## src/rtl/tick_scheduler.sv

```systemverilog
// Shared BASE_HZ prescaler driving four independently periodised one-cycle tick channels.
// Optional macro TICK_SCHED_SYNC_CFG_EN defers each accepted config to the next base event (PEND state).
module tick_scheduler #(
    parameter int CLK_HZ  = 50_000_000,
    parameter int BASE_HZ = 100,
    parameter int PW      = 8
) (
    input  logic          clk,
    input  logic          reset_n,
    input  logic          cfg_valid,
    output logic          cfg_ready,
    input  logic [1:0]    cfg_ch,
    input  logic [PW-1:0] cfg_period,
    input  logic          cfg_start,
    output logic          cfg_err,
    output logic          base_tick,
    output logic [3:0]    tick,
    output logic [3:0]    running
);
    localparam int DIV = CLK_HZ / BASE_HZ;
    localparam int CW  = $clog2(DIV);
    localparam logic [CW-1:0] PRE_LAST = CW'(DIV - 1);

    logic [CW-1:0]      pre_q, pre_d;
    logic               ev;
    logic               base_tick_q;
    logic               err_q;
    logic [3:0][PW-1:0] period_q, period_d;
    logic [3:0][PW-1:0] cnt_q, cnt_d;
    logic [3:0]         run_q, run_d;
    logic [3:0]         tick_q, tick_d;

    logic               accept;
    logic               cfg_bad;
    logic               app_vld;
    logic               app_start;
    logic [1:0]         app_ch;
    logic [PW-1:0]      app_period;

    assign ev      = (pre_q == PRE_LAST);
    assign pre_d   = ev ? '0 : pre_q + CW'(1);
    assign accept  = cfg_valid && cfg_ready;
    assign cfg_bad = cfg_start && (cfg_period == '0);

`ifdef TICK_SCHED_SYNC_CFG_EN
    typedef enum logic {S_IDLE, S_PEND} state_t;

    state_t        state_q, state_d;
    logic [1:0]    req_ch_q, req_ch_d;
    logic [PW-1:0] req_period_q, req_period_d;
    logic          req_start_q, req_start_d;

    assign cfg_ready  = (state_q == S_IDLE);
    assign app_ch     = req_ch_q;
    assign app_period = req_period_q;
    assign app_start  = req_start_q;

    always_ff @(posedge clk or negedge reset_n) begin
        if (!reset_n) begin
            state_q      <= S_IDLE;
            req_ch_q     <= '0;
            req_period_q <= '0;
            req_start_q  <= 1'b0;
        end else begin
            state_q      <= state_d;
            req_ch_q     <= req_ch_d;
            req_period_q <= req_period_d;
            req_start_q  <= req_start_d;
        end
    end

    always_comb begin
        state_d      = state_q;
        req_ch_d     = req_ch_q;
        req_period_d = req_period_q;
        req_start_d  = req_start_q;
        app_vld      = 1'b0;
        case (state_q)
            S_IDLE: begin
                // Rejected requests never enter PEND, so they cannot touch channel state.
                if (cfg_valid && !cfg_bad) begin
                    req_ch_d     = cfg_ch;
                    req_period_d = cfg_period;
                    req_start_d  = cfg_start;
                    state_d      = S_PEND;
                end
            end
            S_PEND: begin
                if (ev) begin
                    app_vld = 1'b1;
                    state_d = S_IDLE;
                end
            end
            default: state_d = S_IDLE;
        endcase
    end
`else
    assign cfg_ready  = 1'b1;
    assign app_vld    = accept && !cfg_bad;
    assign app_ch     = cfg_ch;
    assign app_period = cfg_period;
    assign app_start  = cfg_start;
`endif

    // A config landing on a channel overrides that channel's countdown for this base event.
    always_comb begin
        period_d = period_q;
        cnt_d    = cnt_q;
        run_d    = run_q;
        tick_d   = '0;
        for (int i = 0; i < 4; i++) begin
            if (app_vld && (app_ch == 2'(i))) begin
                if (app_start) begin
                    period_d[i] = app_period;
                    cnt_d[i]    = app_period;
                    run_d[i]    = 1'b1;
                end else begin
                    cnt_d[i] = '0;
                    run_d[i] = 1'b0;
                end
            end else if (ev && run_q[i]) begin
                if (cnt_q[i] == PW'(1)) begin
                    tick_d[i] = 1'b1;
                    cnt_d[i]  = period_q[i];
                end else begin
                    cnt_d[i] = cnt_q[i] - PW'(1);
                end
            end
        end
    end

    always_ff @(posedge clk or negedge reset_n) begin
        if (!reset_n) begin
            pre_q       <= '0;
            base_tick_q <= 1'b0;
            err_q       <= 1'b0;
            period_q    <= '0;
            cnt_q       <= '0;
            run_q       <= '0;
            tick_q      <= '0;
        end else begin
            pre_q       <= pre_d;
            base_tick_q <= ev;
            err_q       <= accept && cfg_bad;
            period_q    <= period_d;
            cnt_q       <= cnt_d;
            run_q       <= run_d;
            tick_q      <= tick_d;
        end
    end

    assign base_tick = base_tick_q;
    assign cfg_err   = err_q;
    assign tick      = tick_q;
    assign running   = run_q;
endmodule

```

## config.mk

```make
export PLATFORM = sky130hd
export DESIGN_NAME = tick_scheduler
export DESIGN_NICKNAME = d
export VERILOG_FILES = /design/src/rtl/tick_scheduler.sv
export SDC_FILE = /design/constraint.sdc
export NUM_CORES = 1
export LEC_CHECK = 0
export ABC_AREA = 0
export ABC_CLOCK_PERIOD_IN_PS = 1800
export CORE_MARGIN = 10
export CORE_UTILIZATION = 55
export DETAILED_ROUTE_END_ITERATION = 8
export PLACE_DENSITY = 0.83
export SLEW_MARGIN = 20
export SYNTH_ARGS = -nofsm -noshare
export SYNTH_HDL_FRONTEND = slang
export SYNTH_SLANG_ARGS = --single-unit
```

## constraint.sdc

```tcl
create_clock -name clk -period 1.8 [get_ports clk]
set_input_delay 0.36 -clock clk [delete_from_list [all_inputs] [get_ports clk]]
set_output_delay 0.36 -clock clk [all_outputs]
set_load 0.01 [all_outputs]
```

==> flow_summary.ini, run 1 <==
[global_routing]
grt_pass1_vias = 4824
use_met2_pct = 38.2
grt_busiest_layer = met2
grt_pass1_wl_um = 24500
met1_usage_pct = 28.5
antenna_found_initial = 0
grt_max_degree = 34
grt_usage_pct = 23.3
gr-total-overflow = 0
grt_use_met3_pct = 4.75

[sta]
drv_slew = 0
setup_slack_ns = -0.319
finalCritPeriodShare_pct = 118
worstMarginPinSlew_ns = 0.517
whs_ns = 0.463
hold_viol = 0
skew_ns = 0.0116
setup_viol = 54
slew_headroom_pct = 65.2
rsz0062_at_grt = yes
fin_crit_ns = 2.12
max_freq_ghz = 0.472

[power_and_ir_drop]
p_leak_nw = 3.17
p_sw_mw = 1.89
p_int_mw = 4.11
power.share.sequential_pct = 44.3
switching_share_pct = 31.5
power_frac_clock_pct = 29.0
powerDensity_nw_per_um2 = 861
combPwrFrac_pct = 26.7
total_power_mw = 6.00
ir_drop_mv = 0.558

[finish]
diodes = 0
post-route-util_pct = 79.2
area_growth_pct = 38.8
nFillCells = 443
drive_above_1_share_pct = 38.8
num-nets-final = 657
final_cells = 747
fin_area_sq_um = 6970

[hold_path]
hold_path_class = primary input to asynchronous set/reset pin

[floorplanning]
num_io_pins = 25
die_x_um = 116
start_util_pct = 57.0
dieArea_sq_um = 13400
core_sq_um = 8810
rows = 34
die_h_um = 116

[clocking]
cts_tree = built
clock-sinks = 93
worstSkewPairLatency_ns = 0.37
cts_buffer_depth = 2
cts_buffers = 9
htreeDepth = 3
clk_pin_slew_worst_paths_ns = 0.10
clock-root-buffer = clkbuf_8

[drt]
drt-pass1-iter-count = 7
wire_per_inst_um = 23.9
drc_errors = 0
vias = 5082
viasPerCell = 6.80
drt_iter0_drc = 597
totalWireLength_um = 17900
antenna_left = 0

[setup_path]
cp_max_fo = 3
critPathSlowestCell = or4b_4
end_kind = register
crit_type = register to register
cpPeakStageDelay_ns = 0.50
worst-endpoint-required_ns = 2.09
critPathTopFamily = simple AND/OR/NAND/NOR gates
critPathBufInv = 3
start_kind = register
path_cells = inv_2 -> ha_4 -> or4b_4 -> buf_6 -> buf_6 -> nor2_1 -> nand2_1 -> a31oi_1 -> a2bb2oi_1
arrival_ns = 2.41
crit_top_cell = buf_6

[placement]
placed_cell_area_sq_um = 6150
portBuffers = 23
gp_congestion = 0.992
dp_cells = 709
place.detailed.hpwl_um = 10300

[synthesis]
ys_seq_area_share_pct = 46.3
synth_common_cells = dfrtp_1 (93), nand2_1 (44), nor2_1 (30)
avgSynthCellArea_sq_um = 10.2
synth_edf_count = 0
synth-seq-cells = 93
yosysTopAreaCell = dfrtp_1
ys.flop_type = dfrtp_1
synth_area_leaders = dfrtp_1 (46%), mux2_2 (5.8%), mux2i_1 (3.4%)
synth_cell_types = 68
syn-cell-area_sq_um = 5020
syn_inst = 491
async_reset_ff_share_pct = 100
synth_most_common_cell = dfrtp_1
synth_warnings = 0
synth_nets = 514
yosysTopAreaCellShare_pct = 46.3

[outcome]
status = finished, violations left
violations = setup timing

[run]
maxCapViolCount = 0
## metal layers
metal | part of all wire, % | vias up | wire length, um
met2 | 47 | 441 | 8330
met3 | 11 | 145 | 2020
li1 | - | 2104 | -
met5 | 0 | - | 0
met4 | 6.6 | 0 | 1180
met1 | 35 | 2392 | 6350
## repair_timing
action | in CTS | in global routing
setup endpoints to repair | 76 | 66
resized for setup | 40 | 62
hold endpoints to repair | 28 | 0
hold buffers | 1 | 0
pin swaps | 15 | 40
cloned | 1 | 1
setup buffers | 7 | 13
## path summary, 6_finish.rpt
check	depth (start not counted)	slack, ns	end	start
worst max-delay path	9	-0.32	cnt_q[16]	cnt_q[17]
worst min-delay path	2	0.46	pre_q[5]	reset_n
worst max register to register	9	-0.32	cnt_q[16]	cnt_q[17]
worst min register to register	1	0.50	period_q[30]	period_q[30]
max in group asynchronous	3	0.79	running[0]	reset_n
min in group clk	1	0.50	period_q[30]	period_q[30]
## state kept, by name (all words and copies together) (netlist names)
| register | flops |
|---|---|
| base_tick | 1 |
| cfg_err | 1 |
| cnt_q | 32 |
| period_q | 32 |
| pre_q | 19 |
| running | 4 |
| tick | 4 |
## layout make-up
class                      instances  area, sq um  area share (%)
tap                              108          135            1.94
timing repair buffer             151         1310            18.8
sequential                        93         2330            33.5
clock buffer                      10          138            1.97
inverter                          26          105            1.51
multi-input combinational        353         2840            40.8
clock inverter                     6          109            1.56
## through the flow
stage | setup slack (ns) | setup TNS [ns]
2_1_floorplan | -0.199 | -1.05
3_3_place_gp | -0.534 | -26.32
3_5_place_dp | -0.528 | -27.77
4_1_cts | -0.216 | -3.24
5_1_grt | -0.371 | -7.97
6_report | -0.319 | -5.09
## power by group through the flow
stage / Combinational [mW] / Sequential, mW / Clock, mW
6_report: 1.60 / 2.66 / 1.74
5_1_grt: 1.71 / 2.68 / 1.82
4_1_cts: 1.40 / 2.61 / 1.74
3_5_place_dp: 1.32 / 2.63 / 0
3_3_place_gp: 1.27 / 2.61 / 0
2_1_floorplan: 0.769 / 2.60 / 0
## logic make-up after synthesis
kind of cell | Yosys count | synth area share (%)
adders and majority gates | 9 | 2.24
DFF | 93 | 46.3
buffers and inverters | 46 | 4.31
other | 1 | 0.0747
muxes | 43 | 9.22
xor gates and xnor gates | 18 | 3.14
and+or+nand+nor | 173 | 19.9
AOI/OAI and AO/OA | 108 | 14.8
## placed cells by master, fill, tap and decap left out, drive strengths merged, types with 3 or more instances in the layout
cell type | synthesis | layout
mux2i | 17 | 17
nor3b | 4 | 4
nor2b | 3 | 3
nand2 | 47 | 47
inv | 26 | 27
nor4b | 4 | 4
o31ai | 5 | 5
nor4 | 5 | 5
or3 | 4 | 4
xnor2 | 11 | 11
and2 | 3 | 3
nor2 | 32 | 32
o21ai | 12 | 12
nand3 | 17 | 17
bufinv | 0 | 3
clkdlybuf4s50 | 0 | 18
ha | 9 | 9
o41ai | 3 | 3
a22oi | 6 | 6
and3 | 6 | 6
a21oi | 26 | 26
o2bb2ai | 9 | 9
o22ai | 9 | 9
nor3 | 14 | 14
nand4 | 8 | 8
dfrtp | 93 | 93
a31oi | 8 | 8
dlygate4sd2 | 0 | 4
xor2 | 7 | 7
clkbuf | 5 | 10
o221ai | 3 | 3
nand2b | 3 | 3
and4 | 5 | 5
or4b | 3 | 3
mux2 | 26 | 26
or4 | 8 | 8
buf | 15 | 128
o211ai | 9 | 9
No activity file was read; power rests on OpenSTA's default activity.
==> inputs of run 2 (changes only) <==
SLEW_MARGIN = not set   (was 20)
==> results of run 2 <==
Final layout, timing and power as in run 1 (identical DEF).
